[src/rtl/frequency_generator_pkg.sv]
// Shared types and defaults for the programmable square-wave generator.
// Optional duty-cycle control is enabled with the DUTY_CTRL_EN macro.
package freq_gen_pkg;

  localparam int unsigned DEF_CLK_FS = 50_000_000;
  localparam int unsigned DEF_ACC_W  = 32;
  localparam int unsigned FREQ_W     = 32;

  typedef enum logic [1:0] {
    IDLE = 2'd0,
    CALC = 2'd1,
    PEND = 2'd2
  } fg_state_e;

endpackage

[src/rtl/frequency_generator_if.sv]
// Frequency-request handshake: a transfer happens on a clk_fs edge where
// set_valid && set_ready; set_valid while set_ready=0 is ignored (no queueing).
interface frequency_generator_if;
  import freq_gen_pkg::*;

  logic [FREQ_W-1:0] fre_set;
  logic              set_valid;
  logic              set_ready;

  modport master (output fre_set, output set_valid, input set_ready);
  modport slave  (input fre_set, input set_valid, output set_ready);

endinterface

[src/rtl/frequency_generator_ftw_divider.sv]
// Serial restoring divider: quotient = floor(dividend * 2^ACC_W / CLK_FS),
// one quotient bit per cycle for ACC_W cycles after start.
module ftw_divider
  import freq_gen_pkg::*;
#(
  parameter int unsigned ACC_W  = DEF_ACC_W,
  parameter int unsigned CLK_FS = DEF_CLK_FS
) (
  input  logic              clk_fs,
  input  logic              rst_n,
  input  logic              start,
  input  logic [FREQ_W-1:0] dividend,
  output logic              done,
  output logic [ACC_W-1:0]  quotient
);

  localparam int unsigned REM_W = FREQ_W + 1;
  localparam int unsigned CNT_W = $clog2(ACC_W + 1);
  localparam logic [REM_W-1:0] DIVISOR = REM_W'(CLK_FS);

  logic [FREQ_W-1:0] rem;
  logic [REM_W-1:0]  rem_sh;
  logic [REM_W-1:0]  rem_sub;
  logic [CNT_W-1:0]  cnt;
  logic              busy;
  logic              take;

  always_comb begin
    rem_sh  = {rem, 1'b0};
    take    = (rem_sh >= DIVISOR);
    rem_sub = rem_sh - DIVISOR;
  end

  // done marks the cycle computing the last bit; quotient is final after that edge.
  assign done = busy && (cnt == CNT_W'(ACC_W - 1));

  always_ff @(posedge clk_fs or negedge rst_n) begin
    if (!rst_n) begin
      rem      <= '0;
      cnt      <= '0;
      busy     <= 1'b0;
      quotient <= '0;
    end else if (start) begin
      rem      <= dividend;
      cnt      <= '0;
      busy     <= 1'b1;
      quotient <= '0;
    end else if (busy) begin
      rem      <= take ? rem_sub[FREQ_W-1:0] : rem_sh[FREQ_W-1:0];
      quotient <= {quotient[ACC_W-2:0], take};
      cnt      <= cnt + CNT_W'(1);
      if (done) busy <= 1'b0;
    end
  end

endmodule

[src/rtl/frequency_generator.sv]
// Programmable square-wave source: Hz request -> tuning word -> phase accumulator.
// Define DUTY_CTRL_EN to add the duty port (high time = duty/256).
module frequency_generator
  import freq_gen_pkg::*;
#(
  parameter int unsigned CLK_FS = DEF_CLK_FS,
  parameter int unsigned ACC_W  = DEF_ACC_W
) (
  input  logic                        clk_fs,
  input  logic                        rst_n,
  input  logic                        enable,
  frequency_generator_if.slave        set_if,
`ifdef DUTY_CTRL_EN
  input  logic [7:0]                  duty,
`endif
  output logic [ACC_W-1:0]            ftw,
  output logic                        wrap,
  output logic                        fx_out,
  output fg_state_e                   state
);

  localparam logic [FREQ_W-1:0] F_MAX = FREQ_W'(CLK_FS / 2);

  logic              set_ready_q;
  logic              xfer;
  logic [FREQ_W-1:0] f_clamped;
  logic              div_done;
  logic [ACC_W-1:0]  div_q;
  logic [ACC_W-1:0]  acc;
  logic [ACC_W:0]    acc_sum;
  logic              fx_next;

  assign set_if.set_ready = set_ready_q;
  assign xfer      = set_if.set_valid && set_ready_q;
  assign f_clamped = (set_if.fre_set > F_MAX) ? F_MAX : set_if.fre_set;
  assign acc_sum   = {1'b0, acc} + {1'b0, ftw};

`ifdef DUTY_CTRL_EN
  assign fx_next = (acc[ACC_W-1 -: 8] < duty);
`else
  assign fx_next = acc[ACC_W-1];
`endif

  ftw_divider #(
    .ACC_W  (ACC_W),
    .CLK_FS (CLK_FS)
  ) u_div (
    .clk_fs   (clk_fs),
    .rst_n    (rst_n),
    .start    (xfer),
    .dividend (f_clamped),
    .done     (div_done),
    .quotient (div_q)
  );

  // New ftw lands only at a phase wrap (or when the output is idle) so the switch has no runt.
  always_ff @(posedge clk_fs or negedge rst_n) begin
    if (!rst_n) begin
      state       <= IDLE;
      set_ready_q <= 1'b1;
      ftw         <= '0;
    end else begin
      case (state)
        IDLE: begin
          if (xfer) begin
            state       <= CALC;
            set_ready_q <= 1'b0;
          end
        end
        CALC: begin
          if (div_done) state <= PEND;
        end
        PEND: begin
          if (wrap || !enable || (ftw == '0)) begin
            ftw         <= div_q;
            state       <= IDLE;
            set_ready_q <= 1'b1;
          end
        end
        default: begin
          state       <= IDLE;
          set_ready_q <= 1'b1;
        end
      endcase
    end
  end

  always_ff @(posedge clk_fs or negedge rst_n) begin
    if (!rst_n) begin
      acc    <= '0;
      wrap   <= 1'b0;
      fx_out <= 1'b0;
    end else if (!enable) begin
      acc    <= '0;
      wrap   <= 1'b0;
      fx_out <= 1'b0;
    end else if (ftw == '0) begin
      wrap   <= 1'b0;
      fx_out <= 1'b0;
    end else begin
      acc    <= acc_sum[ACC_W-1:0];
      wrap   <= acc_sum[ACC_W];
      fx_out <= fx_next;
    end
  end

endmodule

[src/flat_wrapper.sv]
// flat-port wrapper written by rule: the top's interface ports become plain ports
module frequency_generator_flat import freq_gen_pkg::*;
#(
  parameter int unsigned CLK_FS = DEF_CLK_FS,
  parameter int unsigned ACC_W  = DEF_ACC_W
)
  (clk_fs, rst_n, enable, ftw, wrap, fx_out, state, set_if_fre_set, set_if_set_valid, set_if_set_ready);
  frequency_generator_if set_if_i ();
  input  logic clk_fs;
  input  logic rst_n;
  input  logic enable;
  output logic [ACC_W-1:0] ftw;
  output logic wrap;
  output logic fx_out;
  output fg_state_e state;
  input wire logic [$bits(set_if_i.fre_set)-1:0] set_if_fre_set;
  input wire logic [$bits(set_if_i.set_valid)-1:0] set_if_set_valid;
  output wire logic [$bits(set_if_i.set_ready)-1:0] set_if_set_ready;
  assign set_if_i.fre_set = set_if_fre_set;
  assign set_if_i.set_valid = set_if_set_valid;
  assign set_if_set_ready = set_if_i.set_ready;
  frequency_generator #(.CLK_FS(CLK_FS), .ACC_W(ACC_W)) u_core (.clk_fs(clk_fs), .rst_n(rst_n), .enable(enable), .set_if(set_if_i), .ftw(ftw), .wrap(wrap), .fx_out(fx_out), .state(state));
endmodule
[config.mk]
export PLATFORM = sky130hd
export DESIGN_NAME = frequency_generator_flat
export DESIGN_NICKNAME = d
export VERILOG_FILES = /design/src/rtl/frequency_generator_pkg.sv /design/src/rtl/frequency_generator_if.sv /design/src/rtl/frequency_generator_ftw_divider.sv /design/src/rtl/frequency_generator.sv /design/src/flat_wrapper.sv
export SDC_FILE = /design/constraint.sdc
export NUM_CORES = 1
export LEC_CHECK = 0
export CAP_MARGIN = 20
export CORE_ASPECT_RATIO = 1.2
export CORE_MARGIN = 2
export CORE_UTILIZATION = 64
export CTS_CLUSTER_DIAMETER = 60
export DETAILED_ROUTE_END_ITERATION = 8
export PLACE_DENSITY = 0.87
export REMOVE_ABC_BUFFERS = 1
export SLEW_MARGIN = 20
export SYNTH_ARGS = -nofsm -noshare
export SYNTH_HDL_FRONTEND = slang
export SYNTH_HIERARCHICAL = 1
export SYNTH_SLANG_ARGS = --single-unit
export TNS_END_PERCENT = 5
[constraint.sdc]
create_clock -name clk_fs -period 5.2 [get_ports clk_fs]
set_input_delay 0.52 -clock clk_fs [delete_from_list [all_inputs] [get_ports clk_fs]]
set_output_delay 0.52 -clock clk_fs [all_outputs]
set_load 0.005 [all_outputs]
==> results of run 1 <==
-- power breakdown --
group	leakage, nW	internal [W]	switching, W
Combinational	2.55	0.00150	0.00174
Sequential	1.58	0.00151	0.000468
Clock	0.286	0.000770	0.000492
Total	4.41	0.00378	0.00270
-- per-stage QoR --
step	worst slack, ns	power, W	area [µm²]	hold slack, ns
after floorplan	2.02	0.00427	8470	0.224
after global placement	2.17	0.00496	9470	0.478
after detailed placement	2.14	0.00507	9470	0.503
after CTS	2.09	0.00642	10100	0.209
after global routing	1.87	0.00690	10100	0.269
final	1.98	0.00647	10100	0.150
-- cell usage in the layout, fill, tap and decap left out, drive strengths merged, types with 19 or more instances in the layout --
cell,count
nor2,62
inv,19
mux2i,45
mux2,33
a21o,20
nand2b,25
nand3,23
a21oi,78
nand2,63
nor3b,22
clkdlybuf4s50,71
nor3,24
clkbuf,19
o21ai,68
dfrtp,139
xor2,28
ha,35
-- area by class of cell --
class,count,area [µm²]
Multi-Input combinational cell,703,4920
Sequential cell,140,3510
Fill cell,870,3160
Timing Repair Buffer,79,774
Clock buffer,19,443
Tap cell,168,210
Clock inverter,13,165
Inverter,16,60.1
-- path summary, 6_finish.rpt --
path                                 startpoint                   end  slack, ns  depth (start not counted)
min in group clk_fs             u_core/state[1]       u_core/state[0]       0.51                          1
max in group asynchronous                 rst_n  u_core/u_div/rem[21]       3.88                          2
worst min-delay path                      rst_n         u_core/acc[1]       0.15                          1
worst min register to register  u_core/state[1]       u_core/state[0]       0.51                          1
worst max-delay path              u_core/ftw[1]         u_core/ftw[4]       1.98                          7
worst max register to register    u_core/ftw[1]         u_core/ftw[4]       1.98                          7
-- worst max-delay path: cells and delay by family (launching register included) --
kind	cells	cell delay (ns)
flops	1	0.42
simple gates	6	2.19
mux	1	0.46
-- state kept, by name, summed over array words and instances (netlist names) --
signal                   cells
u_core/u_div/cnt             6
u_core/acc                  32
u_core/fx_out                1
u_core/u_div/busy            1
u_core/state                 2
u_core/u_div/rem            32
u_core/wrap                  1
u_core/set_if.set_ready      1
u_core/ftw                  32
u_core/u_div/quotient       32
-- cells by family (layout without fill, tap and decap cells) --
logic type	Yosys count	in the layout
adders and majority gates	36	36
AOI/OAI and AO/OA	229	229
other	1	7
xor gates and xnor gates	45	45
muxes	78	78
and+or+nand+nor	308	308
buffers and inverters	64	127
DFF	140	140
-- routing by layer --
layer | up-vias | part of all wire [%] | global-route usage [%]
met5 | - | 0 | 0
met4 | 0 | 2.9 | 11.0
met3 | 63 | 5.5 | 5.41
met2 | 306 | 50 | 49.8
met1 | 3483 | 42 | 39.0
li1 | 3393 | - | -
==> summary.md, run 1 <==
| Metric | Value |
|---|---|
| Status | `complete, no violations` |
| Cells after DPL | `between 1000 and 1500` |
| TritonCTS clock tree | `yes` |
| Number of nets in the layout | `slightly above 1000` |
| Buffer count from post-CTS setup fixing | `0` |
| Mapped Cells | `about 900` |
| CP peak stage delay | `0.86 ns` |
| Die Wd | `between 100 and 150 µm` |
| Vias in the first global route | `~7000` |
| # rows | `between 40 and 50` |
| Routed len/inst | `18.2 µm` |
| Synth warn | `6` |
| Register area share after synthesis | `around two fifths` |
| Leak pwr | `4.41 nW` |
| Antenna-violating nets left | `0` |
| Largest family of logic cells by synthesized area | `simple AND/OR/NAND/NOR gates` |
| CP max FO | `32` |
| Post-synthesis mux area share | `between 10 and 15%` |
| Startpoint types | `flip-flop` |
| Area share of the largest cell type after synthesis | `approximately 40%` |
| Layout Utilization | `between 70% and 80%` |
| PortBufs | `72` |
| Clock Latency Late Sink | `~0.43 ns` |
| Hold WC Path Type | `in2async` |
| Largest net degree at the start of global routing | `between 90 and 100` |
| Top post-synthesis cells by count | `dfrtp_1 (139), a21oi_1 (77), nand2_1 (62), nor2_1 (62), o21ai_0 (59)` |
| Layout cells sized above 1 | `under 10%` |
| Ys flop type | `dfrtp_1` |
| Count leader, synth | `dfrtp_1` |
| First-pass GRT wire length | `approximately 35000 µm` |
| Clk buf depth | `2` |
| Area contributors post-synth | `dfrtp_1 (40%), mux2_4 (5.2%), mux2i_1 (5.2%)` |
| Max_slew headroom | `a little under a third` |
| CTS Root Cell | `clkbuf_16` |
| Initial antenna violation count | `0` |
| Core footprint | `roughly 0.013 mm²` |
| Initial Utilization | `65.6%` |
| Pwr dens | `642 mW/mm²` |
| Setup Skew | `0.0107 ns` |
| # IOs | `73` |
| Post-synth EDFFs | `0` |
| H-tree depth | `4` |
| Post-synthesis cell area | `slightly below 0.009 mm²` |
| Worst path slowest cell | `or3_2` |
| Cts hold-fix bufs | `0` |
| Drt pass-1 iters | `5` |
| FMAX | `between 300 and 400 MHz` |
| Via/cell ratio | `around 6.4` |
| Syn Area/Cell | `just under 10 µm²` |
| Post-cts sizing count | `0` |
| Clock Sinks | `between 100 and 150` |
| Worst Path Required | `~5.5 ns` |
| Die Y | `about 130 µm` |
| Most area-hungry cell type in the Yosys netlist | `dfrtp_1` |
| DRT iter0 DRCs | `537` |
| Unrepaired setup endpoints after global routing | `false` |
| CP Class | `reg2reg` |
| Synth Area in Adders | `under 10%` |
| Complex-gate fraction of the synthesized area | `around 16%` |
| CP arrival | `between 3 and 4 ns` |
| Number of CTS-inserted buffers | `17` |
| Routability cong. | `just under 1` |
| Synth Register Bits | `between 100 and 150` |
| Post-synth ARST share | `100%` |
| # setup viols final | `0` |
| Die footprint | `0.0145 mm²` |
| Synth-to-layout area growth | `16.0%` |
| Final cell count without fillers | `roughly 1100` |
| Min cycle time layout | `3.22 ns` |
| Total GRT Usage | `between 30% and 40%` |
| Grt ovf | `0` |
| Via count | `between 7000 and 8000` |
| Max-Cap Viols | `0` |
| N_diodes | `0` |
| Detailed placer's ending HPWL | `~14000 µm` |
| Peak supply drop | `0.000384 V` |
| Drt total wl | `20800 µm` |
| DRC | `0` |
| Final period util | `roughly three fifths` |
| Slew @ Worst Pin | `around 1.0 ns` |
| Post-Synth Simple-Gate Area | `between 10% and 20%` |
| Max Slew Vio Count | `0` |
| Synth Area in XOR/XNOR | `4.54%` |
| Worst-path cell chain | `nor4_1 -> nand4_1 -> or2_1 -> nand2_4 -> nor2_1 -> or3_2 -> mux2_4` |
| Yosys cell types | `75` |
| Fin. Hold Viols | `0` |
| Worst-path clk slew | `roughly 0.060 ns` |
| Setup_tns | `0 ns` |
| Worst setup EP type | `flip-flop` |
Power figures use the tool's default switching activity.
==> run 2: changes to the inputs <==
--- a/config.mk
+++ b/config.mk
@@ -8,10 +8,10 @@
 export CAP_MARGIN = 20
 export CORE_ASPECT_RATIO = 1.2
 export CORE_MARGIN = 2
-export CORE_UTILIZATION = 64
+export CORE_UTILIZATION = 59
 export CTS_CLUSTER_DIAMETER = 60
 export DETAILED_ROUTE_END_ITERATION = 8
-export PLACE_DENSITY = 0.87
+export PLACE_DENSITY = 0.81
 export REMOVE_ABC_BUFFERS = 1
 export SLEW_MARGIN = 20
 export SYNTH_ARGS = -nofsm -noshare
==> constraint.sdc (replaced) <==
create_clock -name clk_fs -period 3.2 [get_ports clk_fs]
set_input_delay 0.32 -clock clk_fs [delete_from_list [all_inputs] [get_ports clk_fs]]
set_output_delay 0.32 -clock clk_fs [all_outputs]
set_load 0.005 [all_outputs]
==> run 2 against run 1 <==
  * Setup slack got worse by 1.8 ns
  * Hold slack better by 0.36 ns
  * Die area rose by 8.2%
  * Sequential power increased by 66%
  * Largest power group unchanged
  * Via count shrank 1.2%
  * Register-to-register slack worse by 1.8 ns
  * Highest routed layer unchanged
==> summary.md, run 2 (synthesis results as in run 1) <==
| Metric | Value |
|---|---|
| Die Y | `137 µm (+4.0%)` |
| # IOs | `73 (unchanged)` |
| Status | `complete, no violations` |
| CP arrival | `3.33 ns (-0.20 ns)` |
| Core footprint | `0.0144 mm² (+8.9%)` |
| Pwr dens | `1040 mW/mm² (+61%)` |
| Die Wd | `115 µm (+4.0%)` |
| TritonCTS clock tree | `yes` |
| Via/cell ratio | `6.18 (-2.9%)` |
| PortBufs | `72 (unchanged)` |
| First-pass GRT wire length | `34400 µm (-0.42%)` |
| N_diodes | `0 (unchanged)` |
| Layout cells sized above 1 | `11.0% (+1.1 points)` |
| Hold WC Path Type | `in2async` |
| Most common cell after layout, fill and taps aside | `dfrtp_1` |
| Slew @ Worst Pin | `1.04 ns (-0.00818 ns)` |
| Fin. Hold Viols | `0 (unchanged)` |
| Worst R2R Path Depth | `11 (+4)` |
| Total GRT Usage | `27.6% (-2.4 points)` |
| Peak supply drop | `0.000444 V (+16%)` |
| Clk buf depth | `2 (unchanged)` |
| # setup viols final | `0 (unchanged)` |
| CTS Root Cell | `clkbuf_16` |
| Min cycle time layout | `3.01 ns (-0.212 ns)` |
| Worst-path clk slew | `0.06 ns (about the same)` |
| Max_slew headroom | `30.8% (+0.62 points)` |
| Die footprint | `0.0157 mm² (+8.2%)` |
| CP Buf/Inv Count | `1 (+1)` |
| Worst setup EP type | `flip-flop` |
| # rows | `48 (+4.3%)` |
| Pwr Total | `0.0106 W (+64%)` |
| Drt total wl | `20500 µm (-1.0%)` |
| Max-Cap Viols | `0 (unchanged)` |
| DRT iter0 DRCs | `530 (-1.3%)` |
| Clock Latency Late Sink | `0.42 ns (about the same)` |
| Largest net degree at the start of global routing | `83 (-15%)` |
| Worst Path Required | `3.52 ns (-1.99 ns)` |
| Worst-path cell chain | `ha_1 -> inv_1 -> fa_1 -> nor2b_1 -> o2111ai_1 -> a21oi_2 -> o21ai_2 -> nand4_1 -> a41oi_1 -> or4b_1 -> a311oi_1` |
| Final period util | `94.0% (+32 points)` |
| Number of CTS-inserted buffers | `17 (unchanged)` |
| Initial antenna violation count | `0 (unchanged)` |
| Drt pass-1 iters | `5 (unchanged)` |
| Leak pwr | `4.52 nW (+2.4%)` |
| Vias in the first global route | `7048 (+0.77%)` |
| Routed len/inst | `17.7 µm (-2.7%)` |
| Setup_tns | `0 ns (unchanged)` |
| CP peak stage delay | `0.58 ns (-0.28 ns)` |
| Antenna-violating nets left | `0 (unchanged)` |
| Commonest non-fill, non-tap cells in the layout | `dfrtp_1 (138), a21oi_1 (77), clkdlybuf4s50_1 (71), nand2_1 (62), nor2_1 (61)` |
| Top Family by Delay on Critical Path | `compound AO/OA/AOI/OAI gates` |
| Startpoint types | `flip-flop` |
| Grt ovf | `0 (unchanged)` |
| Worst path slowest cell | `or4b_1` |
| Max Slew Vio Count | `0 (unchanged)` |
| Synth-to-layout area growth | `18.1%` |
| FMAX | `332 MHz (+7.1%)` |
| CP max FO | `4 (-88%)` |
| Initial Utilization | `60.3% (-5.4 points)` |
| H-tree depth | `4 (unchanged)` |
| Routability cong. | `0.904 (-7.7%)` |
| Detailed placer's ending HPWL | `13900 µm (+2.2%)` |
| CP Class | `reg2reg` |
| Buffer count from post-CTS setup fixing | `0 (unchanged)` |
| DRC | `0 (unchanged)` |
| Number of nets in the layout | `1042 (+1.3%)` |
| Unrepaired setup endpoints after global routing | `false` |
| Via count | `7159 (-1.2%)` |
| Setup Skew | `0.00597 ns (-0.00470 ns)` |
| Clock Sinks | `140 (unchanged)` |
| Worst path depth | `11 (+4)` |
==> run 2: power breakdown <==
part	switching, W	total [W]	leakage [nW]	internal (W)
sequential	0.000837	0.00328	1.58	0.00245
combinational	0.00264	0.00509	2.61	0.00245
clock	0.000760	0.00225	0.330	0.00149
total	0.00423	0.0106	4.52	0.00639
==> run 2: metal layers <==
layer	vias to the layer above	track usage, %	wire length [µm]
met3	52	4.21	797
met4	0	10.8	576
li1	3422	-	-
met5	-	0	0
met2	223	47.9	10500
met1	3462	34.6	8700
==> run 2: worst paths after layout <==
path / startpoint / end / slack (ns)
min in group clk_fs: u_core/state[1] / u_core/state[0] / 0.52
hold reg to reg: u_core/state[1] / u_core/state[0] / 0.52
setup reg to reg: u_core/ftw[0] / u_core/wrap / 0.19
hold / removal: rst_n / u_core/acc[3] / 0.51
max in group asynchronous: rst_n / u_core/ftw[28] / 1.83
setup / recovery: u_core/ftw[0] / u_core/wrap / 0.19
==> run 2: worst register-to-register path: stages, from the launching register on <==
cell and delay, ns:
dfrtp_1 0.40, ha_1 0.19, inv_1 0.06, fa_1 0.39, nor2b_1 0.18, o2111ai_1 0.22, a21oi_2 0.25, o21ai_2 0.11
nand4_1 0.11, a41oi_1 0.21, or4b_1 0.58, a311oi_1 0.22
==> run 2: repair_timing <==
action / 4_1_cts / 5_1_grt
endpoints found under the hold margin: 79 / 0
hold buffers: 1 / 0
resized for setup: 0 / 0
==> run 2: cell type report <==
cell class	instances	area, µm²
clock buffer	23	498
clock inverter	9	180
fill	1087	4160
inverter	16	60.1
multi-input combinational	703	4920
sequential	140	3510
tap	175	219
timing repair buffer	92	875
==> run 2: per-stage QoR <==
stage	hold slack (ns)	utilization, %	cell area [µm²]	setup WS (ns)	instances
after global placement	0.408	66.4	9570	0.364	1125
after detailed placement	0.405	66.4	9570	0.252	1125
after global routing	0.542	71.2	10300	0.0308	1158
after CTS	0.510	71.2	10300	0.223	1158
after floorplan	0.0244	-	8470	0.0163	859
final	0.515	71.2	10300	0.192	1158
==> run 3: changes to the inputs <==
--- a/config.mk
+++ b/config.mk
@@ -9,13 +9,11 @@
 export CORE_ASPECT_RATIO = 1.2
 export CORE_MARGIN = 2
 export CORE_UTILIZATION = 59
-export CTS_CLUSTER_DIAMETER = 60
 export DETAILED_ROUTE_END_ITERATION = 8
 export PLACE_DENSITY = 0.81
-export REMOVE_ABC_BUFFERS = 1
 export SLEW_MARGIN = 20
 export SYNTH_ARGS = -nofsm -noshare
 export SYNTH_HDL_FRONTEND = slang
 export SYNTH_HIERARCHICAL = 1
 export SYNTH_SLANG_ARGS = --single-unit
-export TNS_END_PERCENT = 5
+export TNS_END_PERCENT = 20
==> run 3 against run 2 <==
  * Sequential power down 2%
  * Combinational power grew 1%
  * Flip-flop and latch count unchanged
  * Power decreased by 2.8%
  * Hold slack got worse by 0.018 ns
  * Clock skew grew 0.0018 ns
  * Routed wire length shrank 3.2%
  * Largest cell class unchanged
  * Highest routed layer unchanged
  * Global-route usage is 0.80 points lower
  * Clock power is 12% lower
==> summary.md, run 3 (synthesis results as in run 1) <==
| Metric | Value |
|---|---|
| Status | `complete, no violations` |
| Layout cells sized above 1 | `10.9% (-0.080 points)` |
| CP max FO | `4 (unchanged)` |
| Worst setup EP type | `flip-flop` |
| Fill cells | `1065 (-2.0%)` |
| Die Wd | `115 µm (unchanged)` |
| Cells after DPL | `1123 (-0.18%)` |
| Number of CTS-inserted buffers | `17 (unchanged)` |
| Synth-to-layout area growth | `17.2%` |
| Worst Path Required | `3.53 ns (about the same)` |
| Final period util | `91.7% (-2.3 points)` |
| Reg-to-reg slack, setup | `0.26 ns (+0.07 ns)` |
| Setup Skew | `0.00782 ns (+0.00185 ns)` |
| Core footprint | `0.0144 mm² (unchanged)` |
| Commonest non-fill, non-tap cells in the layout | `dfrtp_1 (138), a21oi_1 (77), clkdlybuf4s50_1 (71), nand2_1 (62), nor2_1 (61)` |
| Initial Utilization | `60.3% (unchanged)` |
| Drt pass-1 iters | `5 (unchanged)` |
| FMAX | `341 MHz (+2.5%)` |
| Initial antenna violation count | `0 (unchanged)` |
| Buffer count from post-CTS setup fixing | `0 (unchanged)` |
| N_diodes | `0 (unchanged)` |
| Vias in the first global route | `6945 (-1.5%)` |
| Total GRT Usage | `26.8% (-0.80 points)` |
| Routability cong. | `0.912 (+0.87%)` |
| H-tree depth | `4 (unchanged)` |
| Final hold slack | `0.497 ns (-0.0182 ns)` |
| M1 WL | `8540 µm (-1.8%)` |
| Pwr dens | `1020 mW/mm² (-2.0%)` |
| Hold WC Path Type | `in2async` |
| First-pass GRT wire length | `33500 µm (-2.4%)` |
| DRT iter0 DRCs | `671 (+27%)` |
| Slew @ Worst Pin | `0.736 ns (-0.302 ns)` |
| PortBufs | `72 (unchanged)` |
| DRC | `0 (unchanged)` |
| Final cell count without fillers | `1156 (-0.17%)` |
| Drt total wl | `19900 µm (-3.2%)` |
| Grt ovf | `0 (unchanged)` |
| Unrepaired setup endpoints after global routing | `false` |
| Via/cell ratio | `6.18 (about the same)` |
| Detailed placer's ending HPWL | `13500 µm (-2.8%)` |
| Startpoint types | `flip-flop` |
| R2R Path Start | `u_core/ftw[0]` |
| # setup viols final | `0 (unchanged)` |
| Max Slew Vio Count | `0 (unchanged)` |
| CP Class | `reg2reg` |
| Most common cell after layout, fill and taps aside | `dfrtp_1` |
| CTS Root Cell | `clkbuf_16` |
| Leak pwr | `4.48 nW (-0.97%)` |
| Via count | `7145 (-0.20%)` |
| TritonCTS clock tree | `yes` |
| Clock Latency Late Sink | `0.42 ns (about the same)` |
| DP Area | `0.00958 mm² (+0.10%)` |
| Routed len/inst | `17.2 µm (-3.0%)` |
| Largest net degree at the start of global routing | `80 (-3.6%)` |
| Design Area, Final | `0.0102 mm² (-0.79%)` |
| Die Y | `137 µm (unchanged)` |
| Setup_tns | `0 ns (unchanged)` |
| Max-Cap Viols | `0 (unchanged)` |
| Met3 routed WL | `1060 µm (+32%)` |
| Clock Sinks | `140 (unchanged)` |
| Layout Utilization | `70.6% (-0.56 points)` |
| Die footprint | `0.0157 mm² (unchanged)` |
| Top layer used by detailed routing | `met4` |
| Worst r2r dst | `u_core/wrap` |
| Worst-path clk slew | `0.07 ns (about the same)` |
| Min cycle time layout | `2.94 ns (-0.0724 ns)` |
| Register Area | `0.00351 mm² (unchanged)` |
| Multi-input logic area | `0.00492 mm² (unchanged)` |
| Number of nets in the layout | `1040 (-0.19%)` |
| Worst R2R Path Depth | `11 (unchanged)` |
| CP arrival | `3.26 ns (-0.07 ns)` |
| Max_slew headroom | `50.9% (+20 points)` |
| # IOs | `73 (unchanged)` |
| # rows | `48 (unchanged)` |
| Peak supply drop | `0.000486 V (+9.6%)` |
| WL met2 | `9880 µm (-5.6%)` |
| Antenna-violating nets left | `0 (unchanged)` |
| Clk buf depth | `2 (unchanged)` |
| Fin. Hold Viols | `0 (unchanged)` |
## run 3: cell count changes in the layout (fill, tap and decap cells not counted)
cell | previous run | this run
bufinv_16 | 5 | 2
clkinv_4 | 1 | 3
clkbuf_8 | 5 | 0
buf_12 | 0 | 2
inv_6 | 1 | 6
clkinv_2 | 1 | 3
buf_4 | 19 | 15
clkbuf_1 | 1 | 0
## run 3: final cells by class
| class | count | share of cell area, % |
|---|---|---|
| Clock buffer | 17 | 4.18 |
| Timing Repair Buffer | 90 | 8.69 |
| Multi-Input combinational cell | 703 | 48.3 |
| Tap cell | 175 | 2.15 |
| Clock inverter | 15 | 1.59 |
| Inverter | 16 | 0.590 |
| Sequential cell | 140 | 34.5 |
## run 3: where the power goes
| part | total [W] | internal [W] | switching [W] |
|---|---|---|---|
| sequential | 0.00322 | 0.00245 | 0.000771 |
| combinational | 0.00514 | 0.00245 | 0.00268 |
| clock | 0.00197 | 0.00116 | 0.000811 |
| total | 0.0103 | 0.00606 | 0.00427 |
## run 3: worst max-delay path, stage by stage (launching register included)
cell and delay [ns]:
dfrtp_1 0.39, ha_1 0.18, inv_1 0.06, fa_1 0.41, nor2b_1 0.17, o2111ai_1 0.19
a21oi_2 0.23, o21ai_2 0.11, nand4_1 0.12, a41oi_1 0.18, or4b_1 0.56, a311oi_1 0.23
## run 3: how the worst max path moves through the flow
stage | slack [ns] | depth (start not counted) | endpoint | from
after floorplan | 0.55 | 11 | u_core/wrap | u_core/ftw[0]
after detailed placement | 0.24 | 11 | u_core/wrap | u_core/ftw[0]
final | 0.26 | 11 | u_core/wrap | u_core/ftw[0]
after global placement | 0.38 | 11 | u_core/wrap | u_core/ftw[0]
after CTS | 0.26 | 11 | u_core/wrap | u_core/ftw[0]
after global routing | 0.04 | 11 | u_core/wrap | u_core/ftw[0]
## run 3: layer usage
metal	global-route usage, %	vias up
met5	0	-
li1	-	3419
met4	10.2	0
met2	45.3	269
met3	5.09	42
met1	34.3	3415
## run 3: through the flow
stage / total power (W) / setup WS (ns)
floorplan: 0.00695 / 0.550
global placement: 0.00807 / 0.383
detailed placement: 0.00821 / 0.244
CTS: 0.0103 / 0.262
global route: 0.0111 / 0.0416
finish: 0.0103 / 0.264
## run 3: what timing repair did
action                    4_1_cts  5_1_grt
hold endpoints to repair       76        0
resized for setup               0        0
hold buffers                    1        0
